[config.mk]
export PLATFORM = sky130hd
export DESIGN_NAME = adder_arbiter
export DESIGN_NICKNAME = d
export VERILOG_FILES = /design/src/rtl/adder_arbiter.sv
export SDC_FILE = /design/constraint.sdc
export NUM_CORES = 1
export LEC_CHECK = 0
export ABC_CLOCK_PERIOD_IN_PS = 4200
export CAP_MARGIN = 20
export CORE_MARGIN = 2
export CORE_UTILIZATION = 25
export DETAILED_ROUTE_END_ITERATION = 8
export PLACE_DENSITY = 0.62
export SYNTH_ARGS = -nofsm -noshare
export SYNTH_HDL_FRONTEND = slang
export SYNTH_SLANG_ARGS = --single-unit
[constraint.sdc]
create_clock -name clk -period 4.2 [get_ports clk]
set_input_delay 0.63 -clock clk [delete_from_list [all_inputs] [get_ports clk]]
set_output_delay 0.63 -clock clk [all_outputs]
set_load 0.01 [all_outputs]
[src/rtl/adder_arbiter.sv]
// Round-robin front end that shares one registered adder among N_REQ requesters.
// Optional response timeout is compiled in with `define ADDER_ARB_TIMEOUT_EN.
module adder_arbiter #(
    parameter int N_REQ       = 4,
    parameter int DATA_W      = 4,
    parameter int TIMEOUT_CYC = 16
) (
    input  logic                        clk,
    input  logic                        rst,
    input  logic [N_REQ-1:0]            req_valid,
    input  logic [N_REQ*DATA_W-1:0]     req_a,
    input  logic [N_REQ*DATA_W-1:0]     req_b,
    output logic [N_REQ-1:0]            req_ready,
    output logic                        add_enable,
    output logic [DATA_W-1:0]           add_a,
    output logic [DATA_W-1:0]           add_b,
    input  logic [DATA_W:0]             add_sum,
    output logic                        rsp_valid,
    output logic [$clog2(N_REQ)-1:0]    rsp_id,
    output logic [DATA_W:0]             rsp_sum,
    input  logic                        rsp_ready,
    output logic                        rsp_drop
);

    localparam int ID_W = $clog2(N_REQ);

    if (N_REQ < 2 || N_REQ > 8 || TIMEOUT_CYC < 1) begin : g_param_check
        $error("adder_arbiter: unsupported N_REQ or TIMEOUT_CYC");
    end

    typedef enum logic [1:0] {
        IDLE    = 2'd0,
        ISSUE   = 2'd1,
        CAPTURE = 2'd2,
        RESP    = 2'd3
    } state_t;

    state_t              state_q, state_d;
    logic [ID_W-1:0]     rr_ptr_q, rr_ptr_d;
    logic                add_enable_q, add_enable_d;
    logic [DATA_W-1:0]   add_a_q, add_a_d;
    logic [DATA_W-1:0]   add_b_q, add_b_d;
    logic                rsp_valid_q, rsp_valid_d;
    logic [ID_W-1:0]     rsp_id_q, rsp_id_d;
    logic [DATA_W:0]     rsp_sum_q, rsp_sum_d;

    logic                found_s;
    logic [ID_W-1:0]     win_s;
    logic [ID_W:0]       idx_s;
    logic [DATA_W-1:0]   sel_a_s;
    logic [DATA_W-1:0]   sel_b_s;
    logic [ID_W-1:0]     ptr_next_s;
    logic [N_REQ-1:0]    req_ready_s;

`ifdef ADDER_ARB_TIMEOUT_EN
    localparam int CNT_W = $clog2(TIMEOUT_CYC + 1);
    logic [CNT_W-1:0]    to_cnt_q, to_cnt_d;
    logic                rsp_drop_q, rsp_drop_d;
`endif

    // Round-robin search starting at rr_ptr, plus operand mux for the winner.
    always_comb begin
        found_s = 1'b0;
        win_s   = '0;
        idx_s   = '0;
        for (int i = 0; i < N_REQ; i++) begin
            idx_s = {1'b0, rr_ptr_q} + (ID_W+1)'(i);
            if (idx_s >= (ID_W+1)'(N_REQ)) begin
                idx_s = idx_s - (ID_W+1)'(N_REQ);
            end else begin
                idx_s = idx_s;
            end
            if (!found_s && req_valid[idx_s[ID_W-1:0]]) begin
                found_s = 1'b1;
                win_s   = idx_s[ID_W-1:0];
            end else begin
                found_s = found_s;
            end
        end
        sel_a_s = '0;
        sel_b_s = '0;
        for (int j = 0; j < N_REQ; j++) begin
            if (win_s == ID_W'(j)) begin
                sel_a_s = req_a[j*DATA_W +: DATA_W];
                sel_b_s = req_b[j*DATA_W +: DATA_W];
            end else begin
                sel_a_s = sel_a_s;
            end
        end
    end

    // Pointer advances past the requester that just completed.
    always_comb begin
        if (rsp_id_q == ID_W'(N_REQ - 1)) begin
            ptr_next_s = '0;
        end else begin
            ptr_next_s = rsp_id_q + ID_W'(1);
        end
    end

    // Next-state logic for the transaction sequencer.
    always_comb begin
        state_d      = state_q;
        rr_ptr_d     = rr_ptr_q;
        add_enable_d = 1'b0;
        add_a_d      = add_a_q;
        add_b_d      = add_b_q;
        rsp_valid_d  = rsp_valid_q;
        rsp_id_d     = rsp_id_q;
        rsp_sum_d    = rsp_sum_q;
        req_ready_s  = '0;
`ifdef ADDER_ARB_TIMEOUT_EN
        to_cnt_d     = to_cnt_q;
        rsp_drop_d   = 1'b0;
`endif
        case (state_q)
            IDLE: begin
                if (found_s) begin
                    req_ready_s[win_s] = 1'b1;
                    add_a_d      = sel_a_s;
                    add_b_d      = sel_b_s;
                    rsp_id_d     = win_s;
                    add_enable_d = 1'b1;
                    state_d      = ISSUE;
                end else begin
                    state_d = IDLE;
                end
            end
            ISSUE: begin
                state_d = CAPTURE;
            end
            CAPTURE: begin
                rsp_sum_d   = add_sum;
                rsp_valid_d = 1'b1;
                state_d     = RESP;
`ifdef ADDER_ARB_TIMEOUT_EN
                to_cnt_d    = '0;
`endif
            end
            RESP: begin
                if (rsp_ready) begin
                    rsp_valid_d = 1'b0;
                    rr_ptr_d    = ptr_next_s;
                    state_d     = IDLE;
                end
`ifdef ADDER_ARB_TIMEOUT_EN
                else if (to_cnt_q == CNT_W'(TIMEOUT_CYC - 1)) begin
                    // Consumer stalled too long: abandon the response.
                    rsp_valid_d = 1'b0;
                    rsp_drop_d  = 1'b1;
                    rr_ptr_d    = ptr_next_s;
                    state_d     = IDLE;
                end else begin
                    to_cnt_d = to_cnt_q + CNT_W'(1);
                end
`else
                else begin
                    state_d = RESP;
                end
`endif
            end
            default: begin
                state_d     = IDLE;
                rsp_valid_d = 1'b0;
            end
        endcase
    end

    // State and registered outputs; rst overrides everything.
    always_ff @(posedge clk) begin
        if (rst) begin
            state_q      <= IDLE;
            rr_ptr_q     <= '0;
            add_enable_q <= 1'b0;
            add_a_q      <= '0;
            add_b_q      <= '0;
            rsp_valid_q  <= 1'b0;
            rsp_id_q     <= '0;
            rsp_sum_q    <= '0;
`ifdef ADDER_ARB_TIMEOUT_EN
            to_cnt_q     <= '0;
            rsp_drop_q   <= 1'b0;
`endif
        end else begin
            state_q      <= state_d;
            rr_ptr_q     <= rr_ptr_d;
            add_enable_q <= add_enable_d;
            add_a_q      <= add_a_d;
            add_b_q      <= add_b_d;
            rsp_valid_q  <= rsp_valid_d;
            rsp_id_q     <= rsp_id_d;
            rsp_sum_q    <= rsp_sum_d;
`ifdef ADDER_ARB_TIMEOUT_EN
            to_cnt_q     <= to_cnt_d;
            rsp_drop_q   <= rsp_drop_d;
`endif
        end
    end

    // The grant is a same-cycle strobe, masked while reset is asserted.
    assign req_ready  = rst ? '0 : req_ready_s;
    assign add_enable = add_enable_q;
    assign add_a      = add_a_q;
    assign add_b      = add_b_q;
    assign rsp_valid  = rsp_valid_q;
    assign rsp_id     = rsp_id_q;
    assign rsp_sum    = rsp_sum_q;
`ifdef ADDER_ARB_TIMEOUT_EN
    assign rsp_drop   = rsp_drop_q;
`else
    assign rsp_drop   = 1'b0;
`endif

endmodule

; After elaboration in Yosys (flattened, before gate mapping)
; Cells that the tools add are included.
[word_totals]
ff_bits = 21
elab_cells = 89
[classes]
n_addsub = 8
n_lt_le_gt_ge = 10
eq_ne = 8
muxes = 40
n_bitwise = 1
reduce_logical = 14
[ops]
columns = operator, count
row1 = 2-to-1 mux 4 bit, 11
row2 = 2-to-1 mux 2 bit, 10
row3 = "< comparator 2 x 3 -> 1 bit, second input constant", 5
row4 = 2-to-1 mux 1 bit, 12
row5 = "equality test 2 bit, second input constant", 5
row6 = ">= comparator 3 bit, second input constant", 3
row7 = binary-select mux 1 bit (select 2 bit), 4
row8 = case mux 2 bit (4 select lines), 1
row9 = "subtractor 2 x 1 -> 2 bit, second input constant", 4
row10 = "adder 2 x 2 -> 3 bit, second input constant", 2
row11 = AND reduction 2 bit, 3
row12 = "equality test 2 x 1 -> 1 bit, second input constant", 2
row13 = logical AND 1 bit, 4
row14 = zero test 2 bit, 2
row15 = "adder 2 x 1 -> 3 bit, second input constant", 1
row16 = ">= comparator 2 x 3 -> 1 bit, second input constant", 1
row17 = zero test 1 bit, 3
row18 = "adder 2 x 1 -> 2 bit, second input constant", 1
row19 = demux 1 bit (select 2 bit), 1
row20 = ">= comparator 2 x 1 -> 1 bit, second input constant", 1
row21 = "inequality test 2 bit, second input constant", 1
row22 = case mux 1 bit (2 select lines), 1
row23 = nonzero test 2 bit, 1
row24 = OR reduction 2 bit, 1
row25 = NOT 1 bit, 1

; Longest topological paths before layout
; Gate-level depths: netlist (run 1).
[logic_depth]
ltp_word = 21
ltp_mapped = 6
depth_no_buf = 5

; Worst setup path after synthesis (run 1)
; No wires, ideal clock.
[synth_timing]
kind = input-to-output
from = in req_valid[2]
to = out req_ready[1]
t_arrival_ns = 1.632
t_required_ns = 3.570
setup_slack_ns = 1.938
stages = 5
path_cell_list = mux2i_1 nor2_4 nor3_2 buf_6 and3_2
[synth_via]
elab_chain_cells = 19
[synth_lines]
columns = item, line_no
row1 = "start, declared", 10  ; input logic [N_REQ-1:0] req_valid,
row2 = binary-select mux 1 bit (select 2 bit), 73  ; if (!found_s && req_valid[idx_s[ID_W-1:0]]) begin
row3 = 2-to-1 mux 1 bit (implied by the code), 73
row4 = 2-to-1 mux 1 bit, 73
row5 = zero test 1 bit, 73
row6 = logical AND 1 bit, 73
row7 = 2-to-1 mux 1 bit, 73
row8 = zero test 1 bit, 73
row9 = logical AND 1 bit, 73
row10 = [3 not listed], n/a
row11 = 2-to-1 mux 2 bit, 73
row12 = < comparator 2 x 3 -> 1 bit (implied by the code) or >= comparator 2 x 1 -> 1 bit (tied branches), 119  ; req_ready_s[win_s] = 1'b1;
row13 = logical AND 1 bit (implied by the code), 119
row14 = 2-to-1 mux 1 bit (implied by the code), 119
row15 = demux 1 bit (select 2 bit), 119
row16 = 2-to-1 mux 4 bit (*), 118  ; if (found_s) begin
row17 = 2-to-1 mux 4 bit (*), 116  ; case (state_q)
row18 = 2-to-1 mux 4 bit (*), 201  ; assign req_ready = rst ? '0 : req_ready_s;
row19 = "end, declared", 13  ; output logic [N_REQ-1:0] req_ready,
; Every way passes the cells marked *; elsewhere a longest branch is shown, timed or not. The select of a mux whose other input is x is not followed.

; Worst setup path after layout (run 1)
[layout_timing]
from = in req_valid[3]
to = out req_ready[0]
; Same word-level chain as after synthesis.

==> impl_metrics.ini, run 1 <==
[critical_path]
cp-start-kind = input pin
crit_end = req_ready[0]
crit_type = input pin to primary output
reg2reg_from = rr_ptr_q[1]
critical_path_arrival_ps = 3080
crit_fanout = 9
cp-end-kind = primary output
r2r_setup_slack_ps = 1890
r2r_end = add_a[3]
cp.required_ps = 3570
cpPeakStageDelay_ps = 620
path_cells = clkdlybuf4s50_1, nor4_1, nor4_1, o21ai_2, nor2_1, clkdlybuf4s50_1
reg2reg_depth = 6
crit_start = req_valid[3]
timing.critical_path.slowest_stage_cell = clkdlybuf4s50_1

[grt]
grt_util_all_layers_pct = 13.37
grt_first_pass_wirelength_um = 5513
antenna_found_initial = 0
grt_max_degree = 14
grt-ovfl-total = 0
grt_pass1_vias = 1140

[floorplanning]
core_um2 = 4661
io_pins = 66
die_y_um = 73.06
rows = 25
fp.dieW_um = 73.06
initial_core_util_pct = 25.58
dieArea_um2 = 5338

[power_and_ir_drop]
power_density_nw_per_um2 = 277.9
irDropWorstVdd_v = 0.0001670
leakage_nw = 0.7307

[clock_tree]
tritoncts.num_buffers = 3
cts_tree = built
worstSkewPairLatency_ps = 260
cts-root-buf = clkbuf_8
cts_buffer_depth = 2
post_cts_resized = 0
cts_max_level = 1
cts.sinks = 21
ctsHoldBuffers = 0
cts_setup_buffers = 0
clk_pin_slew_worst_paths_ps = 80

[sta]
final.setup.tns_ps = 0
slew_viol_final = 0
clock_skew_ps = 0.8314
tightest_slew_ps = 775.5
post-route-period-util_pct = 88.41
finalHoldViolCount = 0
period_minus_slack_ps = 3713
rsz0062_at_grt = no
setup_viol_count_final = 0
fmax_ghz = 0.2693
relSlewSlack_pct = 47.83

[placed_design]
placed_cell_area_um2 = 1877
io_buffer_count = 64
hpwl_um = 2678
gp_congestion = 0.7443

[routing]
num_vias = 1211
drc = 0
dr.pass1.iters = 4
drtIter0Drc = 45
antenna_left = 0
drt_wl_total_um = 3593
wl_per_cell_um = 14.67
via_per_inst = 4.943

[synth]
syn_nets = 172
syn_inst = 127
yosysWarnings = 0
yosysUniqueCellTypes = 35
syn-cell-area_um2 = 1192
ys_ff_latch = 21
avgSynthCellArea_um2 = 9.389
synth_seq_area_share_pct = 35.26

[final_layout]
fin_area_um2 = 1923
syn2layout_area_growth_pct = 61.28
drive_gt1_share_pct = 15.18
fillers = 472
final_nets = 237
diodes = 0

[status]
status = finished clean

[run]
cap_viol_max_count = 0

[min_path]
hold_depth = 2
hp-class = register to register
[Yosys cell counts, drive strengths merged]
library cell,instances,area share (%)
nand3,1,0.42
a21oi,13,6.4
nor3,3,1.7
nand2,3,0.94
o21ai,1,0.73
buf,5,3.3
nor3b,1,0.63
a21o,1,0.63
and2,1,0.52
inv,1,0.31
a221o,8,7.0
a311oi,1,1.3
nor4,2,1.0
nor2b,3,1.6
o31ai,8,5.0
dfxtp,21,35
clkbuf,2,0.63
mux2i,9,7.6
nand4,8,4.2
mux2,8,9.1
nand2b,2,1.0
or2,3,1.6
and3,2,1.3
ha,1,1.0
conb,1,0.31
nor2,18,6.5
[area by class of cell]
class | count | area (um^2) | share of cell area (%)
Tap cell | 54 | 67.56 | 3.513
Inverter | 1 | 3.754 | 0.1952
Clock buffer | 3 | 41.29 | 2.147
Timing Repair Buffer | 67 | 663.1 | 34.48
Sequential cell | 21 | 420.4 | 21.86
Clock inverter | 1 | 5.005 | 0.2602
Multi-Input combinational cell | 98 | 721.9 | 37.54
[layout by cell type, fill, tap and decap left out, types with 2 or more instances in the layout]
cell type,Yosys,layout
a21oi_1,12,12
a221o_1,5,5
a221o_2,3,3
and3_2,2,2
buf_4,1,3
clkbuf_8,0,3
clkdlybuf4s50_1,0,64
dfxtp_1,21,21
mux2_2,3,3
mux2_4,5,5
mux2i_1,9,9
nand2_1,3,3
nand2b_1,2,2
nand4_1,8,8
nor2_1,16,16
nor2b_1,3,3
nor3_1,2,2
nor4_1,2,2
o31ai_1,8,8
or2_2,3,3
[how the worst min path moves through the flow]
stage | from | endpoint | slack, ps
after global routing | add_a[3] | add_a[3] | 520
after detailed placement | add_b[1] | add_b[1] | 480
after CTS | add_b[1] | add_b[1] | 500
after floorplan | state_q[0] | state_q[1] | 520
final | rsp_sum[2] | rsp_sum[2] | 500
after global placement | add_b[3] | add_b[3] | 470
[power by group]
| group | switching [mW] | internal (mW) | leakage, nW |
|---|---|---|---|
| sequential | 0.0123 | 0.217 | 0.172 |
| combinational | 0.0665 | 0.101 | 0.533 |
| clock | 0.0720 | 0.0662 | 0.0255 |
| total | 0.151 | 0.384 | 0.731 |
[cell families after synthesis]
group,synth area share (%)
compound gates,21.09
fa+ha+maj,1.049
buf+inv,4.197
flops,35.26
mux,16.68
other cells,0.3145
simple gates,21.41
[worst max-delay path, delay by kind of cell]
kind                   cells  cell delay (ps)
AOI/OAI and AO/OA          1              290
buffers and inverters      2             1190
and+or+nand+nor            3              970
[sequential cells by signal (all words and copies together), names as in the netlist]
| register | flops |
|---|---|
| add_a | 4 |
| add_b | 4 |
| add_enable | 1 |
| rr_ptr_q | 2 |
| rsp_id | 2 |
| rsp_sum | 5 |
| rsp_valid | 1 |
| state_q | 2 |
[stage by stage]
step / utilization [%] / worst slack [ps] / cells / total power, mW / hold slack [ps]
CTS: 41.26 / 432.4 / 245 / 0.5398 / 502.4
finish: 41.26 / 486.7 / 245 / 0.5343 / 500.2
global placement: 40.27 / 686.8 / 241 / 0.3998 / 470.5
global route: 41.26 / 240.2 / 245 / 0.5648 / 518.9
floorplan: - / 1938 / 127 / 0.3112 / 517.6
detailed placement: 40.27 / 466.7 / 241 / 0.4013 / 476.8
[layer usage]
metal  global-route usage [%]  wire, um
met4                    1.852        12
met3                    4.558       306
met2                    21.62      1579
met5                        0         0
met1                    17.62      1695
Power figures use the tool's default switching activity.
==> inputs of run 2 (changes only) <==
Settings changed: SLEW_MARGIN set to 10.
==> results of run 2 <==
Final layout, timing and power as in run 1 (identical DEF).
